File: src/rtl/debug_serial_tx.sv
// Snapshots seven debug bytes and sends them as one 8N1 UART frame: SYNC, 7 data bytes, XOR checksum.
// Latency: tx_o falls one cycle after a request is sampled; frame is 90 bit-times plus FRAME_GAP idle bit-times.
// No backpressure: triggers arriving while busy collapse into one pending frame; enable_i streams frames back to back.
module debug_serial_tx #(
  parameter int unsigned CLKS_PER_BIT = 434,
  parameter logic [7:0]  SYNC_BYTE    = 8'hA5,
  parameter int unsigned FRAME_GAP    = 16
) (
  input  logic        clk_i,
  input  logic        reset_i,
  input  logic [7:0]  debug_port1_i,
  input  logic [7:0]  debug_port2_i,
  input  logic [7:0]  debug_port3_i,
  input  logic [7:0]  debug_port4_i,
  input  logic [7:0]  debug_port5_i,
  input  logic [7:0]  debug_port6_i,
  input  logic [7:0]  debug_port7_i,
  input  logic        enable_i,
  input  logic        trigger_i,
  output logic        tx_o,
  output logic        busy_o,
  output logic [15:0] frame_count_o
);

  localparam int unsigned CW = $clog2(CLKS_PER_BIT);
  localparam int unsigned GW = (FRAME_GAP > 1) ? $clog2(FRAME_GAP) : 1;
  localparam logic [CW-1:0] CNT_LOAD = CW'(CLKS_PER_BIT - 1);
  localparam logic [GW-1:0] GAP_LOAD = GW'((FRAME_GAP > 0) ? (FRAME_GAP - 1) : 0);

  typedef enum logic [2:0] {S_IDLE, S_START, S_DATA, S_STOP, S_GAP} state_t;

  state_t          r_state;
  state_t          w_state_nxt;
  logic [CW-1:0]   r_cnt;
  logic [GW-1:0]   r_gap_cnt;
  logic [2:0]      r_bit_idx;
  logic [2:0]      w_bit_nxt;
  logic [3:0]      r_byte_idx;
  logic            r_pending;
  logic [7:0]      r_snap [7];
  logic [7:0]      r_csum;
  logic            r_tx;
  logic            w_tx_nxt;
  logic [15:0]     r_frame_cnt;
  logic [7:0]      w_ports [7];
  logic [7:0]      w_cur_byte;
  logic            w_cnt_done;
  logic            w_gap_done;
  logic            w_req;

  assign w_ports[0] = debug_port1_i;
  assign w_ports[1] = debug_port2_i;
  assign w_ports[2] = debug_port3_i;
  assign w_ports[3] = debug_port4_i;
  assign w_ports[4] = debug_port5_i;
  assign w_ports[5] = debug_port6_i;
  assign w_ports[6] = debug_port7_i;

  assign w_cnt_done    = (r_cnt == '0);
  assign w_gap_done    = (r_gap_cnt == '0);
  assign w_req         = trigger_i | enable_i | r_pending;
  assign tx_o          = r_tx;
  assign frame_count_o = r_frame_cnt;

  // Byte currently on the wire: sync, snapshot bytes, then checksum
  always_comb begin
    w_cur_byte = SYNC_BYTE;
    case (r_byte_idx)
      4'd1:    w_cur_byte = r_snap[0];
      4'd2:    w_cur_byte = r_snap[1];
      4'd3:    w_cur_byte = r_snap[2];
      4'd4:    w_cur_byte = r_snap[3];
      4'd5:    w_cur_byte = r_snap[4];
      4'd6:    w_cur_byte = r_snap[5];
      4'd7:    w_cur_byte = r_snap[6];
      4'd8:    w_cur_byte = r_csum;
      default: w_cur_byte = SYNC_BYTE;
    endcase
  end

  // State register
  always_ff @(posedge clk_i or negedge reset_i) begin
    if (!reset_i) r_state <= S_IDLE;
    else          r_state <= w_state_nxt;
  end

  // Next-state logic: each non-idle state lasts whole bit-times
  always_comb begin
    w_state_nxt = r_state;
    case (r_state)
      S_IDLE:  if (w_req) w_state_nxt = S_START;
      S_START: if (w_cnt_done) w_state_nxt = S_DATA;
      S_DATA:  if (w_cnt_done && (r_bit_idx == 3'd7)) w_state_nxt = S_STOP;
      S_STOP: begin
        if (w_cnt_done) begin
          if (r_byte_idx != 4'd8)  w_state_nxt = S_START;
          else if (FRAME_GAP == 0) w_state_nxt = S_IDLE;
          else                     w_state_nxt = S_GAP;
        end
      end
      S_GAP:   if (w_cnt_done && w_gap_done) w_state_nxt = S_IDLE;
      default: w_state_nxt = S_IDLE;
    endcase
  end

  // Outputs: busy while not idle; next line level follows the state being entered
  always_comb begin
    busy_o    = (r_state != S_IDLE);
    w_bit_nxt = 3'd0;
    if (r_state == S_DATA) w_bit_nxt = w_cnt_done ? (r_bit_idx + 3'd1) : r_bit_idx;
    case (w_state_nxt)
      S_START: w_tx_nxt = 1'b0;
      S_DATA:  w_tx_nxt = w_cur_byte[w_bit_nxt];
      default: w_tx_nxt = 1'b1;
    endcase
  end

  // Datapath: snapshot, counters, pending request and the registered line driver
  always_ff @(posedge clk_i or negedge reset_i) begin
    if (!reset_i) begin
      r_tx        <= 1'b1;
      r_cnt       <= '0;
      r_gap_cnt   <= '0;
      r_bit_idx   <= 3'd0;
      r_byte_idx  <= 4'd0;
      r_pending   <= 1'b0;
      r_csum      <= 8'd0;
      r_frame_cnt <= 16'd0;
      for (int i = 0; i < 7; i++) r_snap[i] <= 8'd0;
    end else begin
      r_tx      <= w_tx_nxt;
      r_bit_idx <= w_bit_nxt;
      if (r_state == S_IDLE) begin
        if (w_req) begin
          for (int i = 0; i < 7; i++) r_snap[i] <= w_ports[i];
          r_csum     <= w_ports[0] ^ w_ports[1] ^ w_ports[2] ^ w_ports[3] ^
                        w_ports[4] ^ w_ports[5] ^ w_ports[6];
          r_pending  <= 1'b0;
          r_byte_idx <= 4'd0;
          r_cnt      <= CNT_LOAD;
        end
      end else begin
        if (trigger_i) r_pending <= 1'b1;
        r_cnt <= w_cnt_done ? CNT_LOAD : (r_cnt - CW'(1));
        if ((r_state == S_STOP) && w_cnt_done) begin
          if (r_byte_idx != 4'd8) begin
            r_byte_idx <= r_byte_idx + 4'd1;
          end else begin
            r_frame_cnt <= r_frame_cnt + 16'd1;
            r_gap_cnt   <= GAP_LOAD;
          end
        end
        if ((r_state == S_GAP) && w_cnt_done) r_gap_cnt <= r_gap_cnt - GW'(1);
      end
    end
  end

endmodule
File: config.mk
export PLATFORM = sky130hd
export DESIGN_NAME = debug_serial_tx
export DESIGN_NICKNAME = d
export VERILOG_FILES = /design/src/rtl/debug_serial_tx.sv
export SDC_FILE = /design/constraint.sdc
export NUM_CORES = 1
export LEC_CHECK = 0
export ABC_AREA = 1
export CORE_MARGIN = 2
export CORE_UTILIZATION = 45
export CTS_CLUSTER_SIZE = 40
export DETAILED_ROUTE_END_ITERATION = 8
export HOLD_SLACK_MARGIN = 0.08
export PLACE_DENSITY = 0.67
export RECOVER_POWER = 50
export SLEW_MARGIN = 20
export SYNTH_ARGS = -nofsm -noshare
export SYNTH_HDL_FRONTEND = slang
export SYNTH_SLANG_ARGS = --single-unit
File: constraint.sdc
create_clock -name clk_i -period 4.2 [get_ports clk_i]
set_input_delay 0.84 -clock clk_i [delete_from_list [all_inputs] [get_ports clk_i]]
set_output_delay 0.84 -clock clk_i [all_outputs]
set_load 0.01 [all_outputs]
==> impl_metrics.csv, run 1 <==
group,metric,value,unit
outcome,run_status,"finished with violations",
finish,final_net_count,886,
timing,finalWorstPathRequiredPeriod,2.858,ns
clock_tree,max-clock-path-buffers,2,
worst_setup_path,worstSetupEndpointType,"flop",
detailed_routing,drc,0,
worst_setup_path,critical_path_class,"in -> reg",
pwr,share_clk_of_total_power,40.0,%
clock_tree,cts_hold_buf,0,
timing,worst_clock_skew,0.007722,ns
pwr,power_switching_share,23.84,%
finish,final_common_cell,"nand2_1",
synth,ys_ff_latch,105,
pwr,worst_ir_drop_vdd,0.2188,mV
clock_tree,clockRootBuffer,"clkbuf_16",
finish,utilization,55.59,%
timing,layout_setup_ws,1.342,ns
run,drv.max_cap_violation_count,1,
clock_tree,numClockSinks,105,
outcome,failed_checks,"max-capacitance violations, max-slew violations",
placement,place.gp.congestion,0.8307,
placement,placed_cells_incl_taps,976,
pwr,combPwrFrac,10.7,%
floorplan,die_h,117.9,um
placement,count_of_buffers_inserted_at_the_top_level_ports,77,
synth,synth.yosys.warnings,0,
clock_tree,worstSkewPairLatency,0.35,ns
floorplan,core_area,12620,sq um
timing,unrepaired_setup_endpoints_after_global_routing,"no",
worst_setup_path,worst_ep_required_time,4.44,ns
detailed_routing,detail_route.first_pass.iterations,6,
synth,synth_edf_count,0,
timing,worst_slew_margin,-39.46,%
global_route,first_global_vias,4879,
worst_hold_path,min-delay-path-class,"reg -> reg",
timing,max_slew.worst_pin.slew,2.092,ns
pwr,leakagePower,3.435,nW
floorplan,boundaryPins,78,
finish,final_layout_size_suffix_gt1_share,4.878,%
global_route,number_of_antenna_violations_at_the_first_check_in_global_routing,0,
pwr,internal_power,0.001698,W
global_route,grt_pass1_wl,23.05,mm
clock_tree,cts.reportedPaths.clkPinSlew,0.07,ns
finish,multiInputGateArea,2830,sq um
clock_tree,cts_resized,0,
floorplan,floorplan.die.width,117.9,um
synth,syn-instance-count,750,
synth,synthesis.area_per_instance,7.779,sq um
placement,place_hpwl,9.359,mm
detailed_routing,routed_wire_length_per_instance,13.47,um
timing,setup-violations-final,0,
finish,total_inserted_antenna_cells,0,
clock_tree,htree_levels,3,
floorplan,start_util,46.23,%
pwr,power.switching,0.0005315,W
synth,yosys_most_used_dff,"dfrtp_1",
pwr,total_power,0.002229,W
finish,fin_cells,992,
finish,fill_cells,1201,
floorplan,rows,41,
worst_setup_path,worst_ep_arrival_time,3.10,ns
placement,post-place-ws,1.085,ns
synth,asyncSetResetFlopFracSynth,100.0,%
timing,finalMaxSlewViolations,85,
timing,max_fclk,349.9,MHz
detailed_routing,vias_per_cell,5.102,
timing,final.setup.tns,0,ns
floorplan,die-area,13890,sq um
pwr,power_frac_seq,49.3,%
detailed_routing,dr.first_iter.drc_count,459,
synth,synth-seq-area-share,45.06,%
detailed_routing,drtAntennaViolNets,0,
clock_tree,tritoncts.num_buffers,9,
worst_setup_path,crit_path_cell_trace,"dlygate4sd3_1 -> nor3_1 -> nor2_4 -> buf_4 -> clkinv_1 -> buf_4 -> nor3_1 -> nor2_1",
clock_tree,post_cts.repair.setup_buffers,0,
worst_setup_path,crit_path_max_incr_delay,0.55,ns
synth,netlist_area_before_placement,5834,sq um
synth,synth_nets,821,
worst_setup_path,critical_path.max_fanout,74,
global_route,grt_max_degree,85,
finish,area_growth,20.24,%
timing,final_period_util,68.05,%
detailed_routing,routed_wl,13.36,mm
pwr,power_per_cell_area,317.8,nW/um^2
finish,layout.cells.most_common_list,"nand2_1, dfrtp_1, clkdlybuf4s50_1",
worst_setup_path,crit_slowest_cell,"dlygate4sd3_1",
synth,synth_cell_type_count,33,
detailed_routing,vias,5061,
finish,register_area,2629,sq um
clock_tree,cts_tree,"built",
global_route,gr-total-overflow,0,
worst_setup_path,crit_path_start_kind,"input pin",
global_route,globalRouteTotalUtil,20.29,%
timing,hold_fails_final_rpt,0,
## per-stage QoR
stage                     hold slack (ns)  area (sq um)
final                              0.4709          7015
after global routing               0.5009          7015
after global placement             0.4538          6731
after CTS                          0.4750          7044
after detailed placement           0.4585          6731
after floorplan                    0.4420          5834
## worst paths after layout
| check | from | to | slack, ns | depth (start not counted) |
|---|---|---|---|---|
| max in group asynchronous | reset_i | r_snap[15] | 1.83 | 2 |
| worst max register to register | r_byte_idx[2] | tx_o | 1.62 | 12 |
| worst min-delay path | r_snap[43] | r_snap[43] | 0.47 | 2 |
| worst min register to register | r_snap[43] | r_snap[43] | 0.47 | 2 |
| worst max-delay path | trigger_i | r_csum[7] | 1.34 | 8 |
| min in group asynchronous | reset_i | r_cnt[7] | 1.07 | 1 |
## registers in the layout, indices dropped and copies added, names as in the netlist
register	flops
tx_o	1
r_gap_cnt	4
r_snap	56
r_cnt	9
r_bit_idx	3
r_byte_idx	4
r_pending	1
r_state	3
frame_count_o	16
r_csum	8
## power groups by stage
stage	Sequential, W	Combinational, W	Clock (W)
after detailed placement	0.00112	0.000241	0
after floorplan	0.00110	0.000130	0
final	0.00110	0.000239	0.000891
after global placement	0.00111	0.000234	0
after CTS	0.00110	0.000242	0.000914
after global routing	0.00110	0.000268	0.000955
## worst max-delay path, delay by kind of cell
family,cells,cell delay (ns)
buffers and inverters,4,1.65
and+or+nand+nor,4,0.51
## layer usage
layer	up-vias	global-route usage (%)	wire length (um)
li1	2527	-	-
met1	2382	26.78	6078
met2	138	33.79	6477
met3	14	4.990	688
met4	0	4.593	113
met5	-	0	0
## Yosys cell counts, types with 3 or more instances
master,n,area (sq um)
buf_1,3,11.26
nor2_2,4,25.02
nand2_4,3,33.78
nor2_4,3,33.78
dfrtp_1,104,2603
xor2_1,27,236.5
nand3_1,66,330.3
o21ai_0,46,230.2
clkbuf_1,10,37.54
inv_1,57,214.0
buf_2,12,60.06
xnor2_1,33,289.0
nand2_1,242,908.4
nor3_1,17,85.08
a22oi_1,3,22.52
inv_2,6,22.52
nor2_1,59,221.5
ha_1,11,137.6
o22ai_1,4,25.02
nand4_1,25,156.4
## area by class of cell
type	instances	area share, %
inverter	64	3.424
sequential	105	37.47
timing repair buffer	80	11.24
clock buffer	10	3.264
clock inverter	6	1.195
tap	172	3.068
multi-input combinational	555	40.34
## kinds of logic (layout without fill, tap and decap cells)
| family | Yosys count | in the layout | synth area share (%) |
|---|---|---|---|
| compound gates | 57 | 57 | 5.211 |
| xor+xnor | 60 | 60 | 9.007 |
| fa+ha+maj | 11 | 11 | 2.359 |
| buf+inv | 90 | 160 | 6.112 |
| flops | 105 | 105 | 45.06 |
| mux | 1 | 1 | 0.1930 |
| simple gates | 426 | 426 | 32.06 |
Power figures use the tool's default switching activity.
==> run 2: changes to the inputs <==
==> constraint.sdc (replaced) <==
create_clock -name clk_i -period 2.7 [get_ports clk_i]
set_input_delay 0.54 -clock clk_i [delete_from_list [all_inputs] [get_ports clk_i]]
set_output_delay 0.54 -clock clk_i [all_outputs]
set_load 0.01 [all_outputs]
==> impl_metrics.csv, run 2 (synthesis results as in run 1) <==
group,metric,value,unit
outcome,run_status,"finished with violations",
outcome,failed_checks,"max-capacitance violations, max-slew violations",
clock_tree,max-clock-path-buffers,2,
detailed_routing,dr.first_iter.drc_count,310,
clock_tree,tritoncts.num_buffers,9,
floorplan,floorplan.die.width,117.9,um
worst_setup_path,worst_ep_arrival_time,1.70,ns
clock_tree,post_cts.repair.setup_buffers,0,
finish,layout.cells.most_common_list,"nand2_1, dfrtp_1, clkdlybuf4s50_1",
clock_tree,cts_resized,0,
worst_setup_path,crit_path_start_kind,"flop",
placement,count_of_buffers_inserted_at_the_top_level_ports,77,
timing,worst_slew_margin,-8.139,%
clock_tree,htree_levels,3,
run,drv.max_cap_violation_count,1,
global_route,first_global_vias,4930,
worst_setup_path,critical_path.max_fanout,5,
finish,fill_cells,1183,
detailed_routing,detail_route.first_pass.iterations,5,
timing,unrepaired_setup_endpoints_after_global_routing,"no",
detailed_routing,drc,0,
worst_hold_path,min-delay-path-class,"reg -> reg",
finish,top_register,"r_snap",
global_route,globalRouteTotalUtil,20.19,%
timing,hold_fails_final_rpt,0,
finish,final_net_count,895,
finish,fin_cells,1001,
finish,final_layout_size_suffix_gt1_share,6.031,%
worst_setup_path,worst_ep_required_time,2.16,ns
global_route,grt_max_degree,74,
finish,largest_register_ffs,56,
worst_setup_path,worstSetupEndpointType,"output pin",
floorplan,die-area,13890,sq um
timing,finalWorstPathRequiredPeriod,2.244,ns
finish,total_inserted_antenna_cells,0,
floorplan,core_area,12620,sq um
placement,place_hpwl,9.726,mm
pwr,leakagePower,3.497,nW
timing,final.setup.tns,0,ns
timing,worst_clock_skew,0.009668,ns
worst_setup_path,critical_path_class,"reg -> out",
pwr,worst_ir_drop_vdd,0.3035,mV
clock_tree,worstSkewPairLatency,0.36,ns
placement,placed_cells_incl_taps,985,
placement,place.gp.congestion,0.8420,
floorplan,boundaryPins,78,
finish,final_common_cell,"nand2_1",
pwr,power_per_cell_area,503.2,nW/um^2
floorplan,die_h,117.9,um
detailed_routing,routed_wire_length_per_instance,13.34,um
floorplan,start_util,46.23,%
timing,max_fclk,445.5,MHz
clock_tree,cts.reportedPaths.clkPinSlew,0.07,ns
clock_tree,numClockSinks,105,
detailed_routing,routed_wl,13.35,mm
detailed_routing,drtAntennaViolNets,0,
worst_setup_path,setup.reg_to_reg.worst_slack,0.47,ns
clock_tree,clockRootBuffer,"clkbuf_16",
global_route,grt_pass1_wl,22.83,mm
detailed_routing,vias_per_cell,5.051,
timing,max_slew.worst_pin.slew,1.622,ns
finish,area_growth,22.45,%
global_route,number_of_antenna_violations_at_the_first_check_in_global_routing,0,
floorplan,rows,41,
detailed_routing,vias,5056,
clock_tree,cts_tree,"built",
timing,finalMaxSlewViolations,28,
timing,final_period_util,83.13,%
clock_tree,cts_hold_buf,0,
global_route,gr-total-overflow,0,
timing,setup-violations-final,0,
## run 2: cell types whose count changed in the layout (fill, tap and decap cells not counted)
cell / previous run / this run
buf_4: 3 / 10
clkbuf_8: 0 / 4
clkinv_2: 3 / 0
buf_12: 0 / 1
clkinv_4: 1 / 0
inv_6: 0 / 1
nor2_1: 60 / 59
nor2_8: 1 / 2
## run 2: final timing paths
kind	start	endpoint	cells after the start
worst min-delay path	r_snap[2]	r_snap[2]	2
max in group asynchronous	reset_i	r_snap[28]	2
worst max register to register	r_cnt[0]	tx_o	14
worst min register to register	r_snap[2]	r_snap[2]	2
min in group asynchronous	reset_i	r_cnt[2]	1
worst max-delay path	r_state[2]	busy_o	3
## run 2: critical path, stage by stage (launching register included)
cell and delay [ns]:
dfrtp_1 0.42, inv_1 0.11, nand2_1 0.23, clkdlybuf4s50_1 0.59
## run 2: area by class of cell
class                   count  area (sq um)  area share [%]
clock buffers              13         280.3           3.923
clock inverters             3         68.82          0.9632
inverters                  64         240.2           3.363
multi-input cells         555          2846           39.84
flip-flops and latches    105          2629           36.80
well taps                 172         215.2           3.012
repair buffers             89         864.6           12.10
## run 2: stage by stage
step | utilization [%] | cell area, sq um | setup WS [ns] | hold WS [ns] | power [W]
floorplan | - | 5834 | 0.9047 | 0.2444 | 0.001916
global placement | 53.98 | 6812 | 0.4615 | 0.4561 | 0.002107
detailed placement | 53.98 | 6812 | 0.4279 | 0.4606 | 0.002120
CTS | 56.74 | 7161 | 0.4479 | 0.1043 | 0.003625
global route | 56.61 | 7144 | 0.2647 | 0.4927 | 0.003746
finish | 56.61 | 7144 | 0.4556 | 0.4739 | 0.003595
## run 2: layer usage
layer	wire (um)	track usage, %
met3	600	4.312
met4	265	7.078
met5	0	0
met1	6278	26.45
met2	6206	33.18
## run 2: power breakdown
group | internal, W | total (W) | leakage, nW | switching (W)
clock network | 0.000918 | 0.00151 | 0.172 | 0.000589
registers | 0.00165 | 0.00171 | 1.30 | 0.0000512
logic | 0.000185 | 0.000383 | 2.03 | 0.000199
total | 0.00276 | 0.00360 | 3.50 | 0.000839
